<file path="src/rtl/cwm_tx.sv">
// Transmit carrier-wave modulator: pairs serial bits into I/Q symbols, holds each for
// SPS samples and mixes with a 32-entry sin/cos NCO into a 7-bit signed passband sample.
module cwm_tx #(
    parameter int SPS     = 8,
    parameter int PHASE_W = 8
) (
    input  logic                    CLK_2,
    input  logic                    RST,
    input  logic                    DIN,
    input  logic                    DIN_VALID,
    output logic                    DIN_READY,
    input  logic                    TX_EN,
    input  logic [PHASE_W-1:0]      PHASE_STEP,
    output logic signed [6:0]       TX_OUT,
    output logic                    TX_VALID,
    output logic                    SYM_STROBE
);

    localparam int CNT_W = (SPS > 2) ? $clog2(SPS) : 1;
    localparam logic [CNT_W-1:0] LAST_SAMP = CNT_W'(SPS - 1);

    typedef enum logic {IDLE, RUN} state_t;

    state_t             state_reg;
    logic [PHASE_W-1:0] acc_reg;
    logic               bit_cnt_reg;
    logic               i_hold_reg;
    logic               nxt_v_reg;
    logic [1:0]         nxt_reg;      // {I, Q}
    logic [1:0]         cur_reg;      // {I, Q}
    logic [CNT_W-1:0]   samp_cnt_reg;

    // Quarter-symmetric sine table; the upper half of the cycle is the negated lower half.
    function automatic logic signed [6:0] sin_lut(input logic [4:0] k);
        logic signed [6:0] mag;
        mag = 7'sd0;
        case (k[3:0])
            4'd0:  mag = 7'sd0;
            4'd1:  mag = 7'sd6;
            4'd2:  mag = 7'sd12;
            4'd3:  mag = 7'sd17;
            4'd4:  mag = 7'sd22;
            4'd5:  mag = 7'sd26;
            4'd6:  mag = 7'sd29;
            4'd7:  mag = 7'sd30;
            4'd8:  mag = 7'sd31;
            4'd9:  mag = 7'sd30;
            4'd10: mag = 7'sd29;
            4'd11: mag = 7'sd26;
            4'd12: mag = 7'sd22;
            4'd13: mag = 7'sd17;
            4'd14: mag = 7'sd12;
            4'd15: mag = 7'sd6;
            default: mag = 7'sd0;
        endcase
        return k[4] ? -mag : mag;
    endfunction

    logic [4:0]        k_idx;
    logic signed [6:0] sin_v;
    logic signed [6:0] cos_v;
    logic signed [6:0] i_term;
    logic signed [6:0] q_term;
    logic signed [6:0] sample;

    assign k_idx = acc_reg[PHASE_W-1 -: 5];
    assign sin_v = sin_lut(k_idx);
    assign cos_v = sin_lut(k_idx + 5'd8);

    // Each term is within +-31, so the difference stays within +-62 without saturation.
    always_comb begin
        i_term = cur_reg[1] ? cos_v : -cos_v;
        q_term = cur_reg[0] ? sin_v : -sin_v;
        sample = i_term - q_term;
    end

    assign DIN_READY = !nxt_v_reg;

    always_ff @(posedge CLK_2 or negedge RST) begin
        if (!RST) begin
            state_reg    <= IDLE;
            acc_reg      <= '0;
            bit_cnt_reg  <= 1'b0;
            i_hold_reg   <= 1'b0;
            nxt_v_reg    <= 1'b0;
            nxt_reg      <= 2'b00;
            cur_reg      <= 2'b00;
            samp_cnt_reg <= '0;
            TX_OUT       <= 7'sd0;
            TX_VALID     <= 1'b0;
            SYM_STROBE   <= 1'b0;
        end else begin
            // Acceptance needs nxt_v=0 and loading needs nxt_v=1, so they never collide.
            if (DIN_VALID && !nxt_v_reg) begin
                if (!bit_cnt_reg) begin
                    i_hold_reg  <= DIN;
                    bit_cnt_reg <= 1'b1;
                end else begin
                    nxt_reg     <= {i_hold_reg, DIN};
                    nxt_v_reg   <= 1'b1;
                    bit_cnt_reg <= 1'b0;
                end
            end

            case (state_reg)
                IDLE: begin
                    TX_OUT     <= 7'sd0;
                    TX_VALID   <= 1'b0;
                    SYM_STROBE <= 1'b0;
                    if (nxt_v_reg && TX_EN) begin
                        cur_reg      <= nxt_reg;
                        nxt_v_reg    <= 1'b0;
                        samp_cnt_reg <= '0;
                        state_reg    <= RUN;
                    end
                end
                RUN: begin
                    TX_OUT     <= sample;
                    TX_VALID   <= 1'b1;
                    SYM_STROBE <= (samp_cnt_reg == '0);
                    acc_reg    <= acc_reg + PHASE_STEP;
                    if (samp_cnt_reg != LAST_SAMP) begin
                        samp_cnt_reg <= samp_cnt_reg + 1'b1;
                    end else if (nxt_v_reg && TX_EN) begin
                        cur_reg      <= nxt_reg;
                        nxt_v_reg    <= 1'b0;
                        samp_cnt_reg <= '0;
                    end else begin
                        samp_cnt_reg <= '0;
                        state_reg    <= IDLE;
                    end
                end
                default: state_reg <= IDLE;
            endcase
        end
    end

endmodule

</file>
<file path="config.mk">
export PLATFORM = sky130hd
export DESIGN_NAME = cwm_tx
export DESIGN_NICKNAME = d
export VERILOG_FILES = /design/src/rtl/cwm_tx.sv
export SDC_FILE = /design/constraint.sdc
export NUM_CORES = 1
export LEC_CHECK = 0
export CORE_UTILIZATION = 34
export CTS_CLUSTER_DIAMETER = 150
export CTS_CLUSTER_SIZE = 16
export DETAILED_ROUTE_END_ITERATION = 10
export GPL_ROUTABILITY_DRIVEN = 1
export HOLD_SLACK_MARGIN = 0.08
export PLACE_DENSITY_LB_ADDON = 0.25
export SLEW_MARGIN = 20
export SYNTH_ARGS = -nofsm -noshare
export SYNTH_HDL_FRONTEND = slang
export SYNTH_SLANG_ARGS = --single-unit
</file>
<file path="constraint.sdc">
create_clock -name CLK_2 -period 5.8 [get_ports CLK_2]
set_clock_uncertainty 0.05 [all_clocks]
set_input_delay 0.58 -clock CLK_2 [delete_from_list [all_inputs] [get_ports CLK_2]]
set_output_delay 0.58 -clock CLK_2 [all_outputs]
set_load 0.02 [all_outputs]
</file>
==> results.py <==
metrics = {
    "logic_synthesis": {
        "yosys-mux-area-fraction": 0.0759,
        "synthCells": 262,
        "synth_cell_types": 46,
        "ys.flop_type": "dfrtp_1",
        "synthXorXnorAreaFrac": 0.112,
        "ys_seq_area_frac": 0.285,
        "synthTopCellsByCount": "28 x dfrtp_1, 26 x ha_1, 23 x nor2_1",
        "synth_top_family_by_area": "compound AO/OA/AOI/OAI gates",
        "synthSimpleGateAreaFrac": 0.162,
        "synthesis.area_sq_um": 2450,
        "synth_fa_ha_area_frac": 0.149,
        "synth_warnings": 0,
        "avgSynthCellArea_sq_um": 9.37,
        "synth-compound-area-share": 0.172,
        "synth_area_leaders": "dfrtp_1 29%, ha_1 13%, xnor2_1 5.4%",
        "async_flop_share": 1.00,
        "yosysMostFrequentCell": "dfrtp_1",
        "yosys.area.top_type": "dfrtp_1",
        "synth_edf_count": 0,
        "synth_seq_cells": 28,
        "syn-num-nets": 303,
        "synth_top_area_share": 0.285,
    },
    "finish": {
        "largest_reg_flops": 8,
        "num_antenna_cells": 0,
        "nNetsFinal": 320,
        "fin_util": 0.412,
        "syn_to_final_growth_pct": 15.2,
        "fin_area_sq_um": 2830,
        "layout-drive-gt1-share": 0.0863,
    },
    "clock_network": {
        "postCtsSetupBuffers": 0,
        "cts.path.max_buffers": 2,
        "insertion_delay_ns": 0.28,
        "cts_made_buffers": 3,
        "tritoncts": "built",
        "cts_resized": 0,
        "h-tree-depth": 1,
        "cts_num_sinks": 28,
        "clockRootBuffer": "clkbuf_8",
        "clk_pin_slew_ns": 0.10,
        "cts-hold-fix-buffers": 0,
    },
    "drt": {
        "num_vias": 1806,
        "drtIter0Drc": 83,
        "via_per_inst": 4.83,
        "drc_errors": 0,
        "wl_per_cell_microns": 12.3,
        "routed_wl_microns": 4580,
        "first_pass_iters": 4,
        "drt.antenna.violating_nets": 0,
    },
    "global_route": {
        "grt_pass1_vias": 1798,
        "grt_max_degree": 29,
        "antenna_found_initial": 0,
        "grt_pass1_wl_microns": 8340,
        "grt_remaining_overflow": 0,
        "grt_util_all_layers": 0.140,
    },
    "floorplan": {
        "die_y_microns": 87.0,
        "num_rows": 30,
        "fp.dieW_microns": 87.0,
        "die_area_sq_um": 7560,
        "core_sq_um": 6870,
        "pin_count": 23,
        "initial_core_util": 0.357,
    },
    "timing": {
        "setup_viol": 0,
        "fin_setup_tns_ns": 0,
        "rsz0062_at_grt": "no",
        "finalMaxSlewViolations": 0,
        "fin_crit_sh": 0.778,
        "period_needed_ns": 4.51,
        "slew_headroom": 0.442,
        "tightestPinTransition_ns": 0.831,
        "finalHoldViolCount": 0,
        "max_freq_mhz": 222,
    },
    "setup_path": {
        "path_max_fanout": 8,
        "end_kind": "flip-flop",
        "cp-start-kind": "flip-flop",
        "r2r-start": "acc_reg[3]",
        "rrSetupSlack_ns": 1.29,
        "crit_arrival_ns": 4.68,
        "critical_path_class": "flip-flop to flip-flop",
        "reg2reg_depth": 17,
        "critPathCapture": "TX_OUT[6]",
        "worstPathRequired_ns": 5.97,
        "rr_endpoint": "TX_OUT[6]",
        "critPathLaunch": "acc_reg[3]",
    },
    "placed_design": {
        "finalWeightedCongestion": 0.852,
        "dp_hpwl_microns": 3610,
        "port_buffers": 22,
        "place_area_sq_um": 2760,
    },
    "status": {
        "status": "finished, final reports clean",
    },
    "run": {
        "drv_cap": 0,
    },
    "hold_path": {
        "min_path_type": "flip-flop to flip-flop",
    },
}
-- critical path: stages (launching register included) --
cell and delay (ns):
dfrtp_1 0.51, inv_1 0.14, ha_1 0.28, or2_0 0.25, mux4_2 0.56, inv_1 0.12
ha_1 0.17, nand2b_1 0.12, xnor2_1 0.11, a2111oi_0 0.45, a31oi_1 0.17, xor2_1 0.18
ha_1 0.35, a21o_1 0.19, a31oi_1 0.23, xor2_2 0.17, xnor3_1 0.31, nor2b_1 0.11
-- per-stage QoR --
stage | instances | setup slack (ns) | hold WS (ns)
finish | 374 | 1.29 | 0.418
global route | 374 | 0.886 | 0.448
CTS | 374 | 1.27 | 0.415
detailed placement | 370 | 1.30 | 0.401
global placement | 370 | 1.43 | 0.390
floorplan | 262 | 1.66 | 0.234
-- layout make-up --
type	count	area, sq um
multi-input cells	206	1640
clock inverters	1	30.0
well taps	96	120
inverters	17	63.8
clock buffers	3	41.3
flip-flops and latches	28	701
fillers	696	4040
repair buffers	23	228
-- worst min-delay path by stage --
stage / startpoint / endpoint / cells after the start
after global routing: samp_cnt_reg[2] / SYM_STROBE / 1
final: samp_cnt_reg[2] / SYM_STROBE / 1
after CTS: samp_cnt_reg[2] / SYM_STROBE / 1
after detailed placement: samp_cnt_reg[2] / SYM_STROBE / 1
after global placement: samp_cnt_reg[2] / SYM_STROBE / 1
after floorplan: RST / SYM_STROBE / 0
-- layout by cell type, fill, tap and decap left out, types with 3 or more instances in the layout --
cell type,synthesis,layout
clkbuf_8,0,3
mux2_2,9,9
nor3_1,5,5
o21ai_0,13,13
o21bai_1,3,3
ha_1,26,26
and2_1,4,4
nor2b_1,14,14
dfrtp_1,28,28
xnor2_1,15,15
a32oi_1,3,3
xor2_1,10,10
nor2_1,23,23
a31oi_1,3,3
mux2i_1,4,4
a21o_1,7,7
nand2b_1,6,6
clkdlybuf4s50_1,0,22
nand2_1,13,13
a21oi_1,13,13
inv_1,17,17
-- per-layer routing --
layer | share of wire | track usage
met1 | 0.50 | 0.189
met2 | 0.47 | 0.238
met3 | 0.025 | 0.0256
met4 | 0.0068 | 0.0227
met5 | 0 | 0
-- logic make-up (layout without fill, tap and decap cells) --
kind of cell | count (synthesis) | after routing
AO/OA/AOI/OAI | 60 | 60
multiplexers | 15 | 15
flip-flops | 28 | 28
adder cells (fa/ha/maj) | 28 | 28
buffers and inverters | 28 | 44
XOR/XNOR | 28 | 28
AND/OR/NAND/NOR | 75 | 75
Power is not shown: default switching activity piles up to over one toggle a cycle in this logic, so the estimate is an artifact.
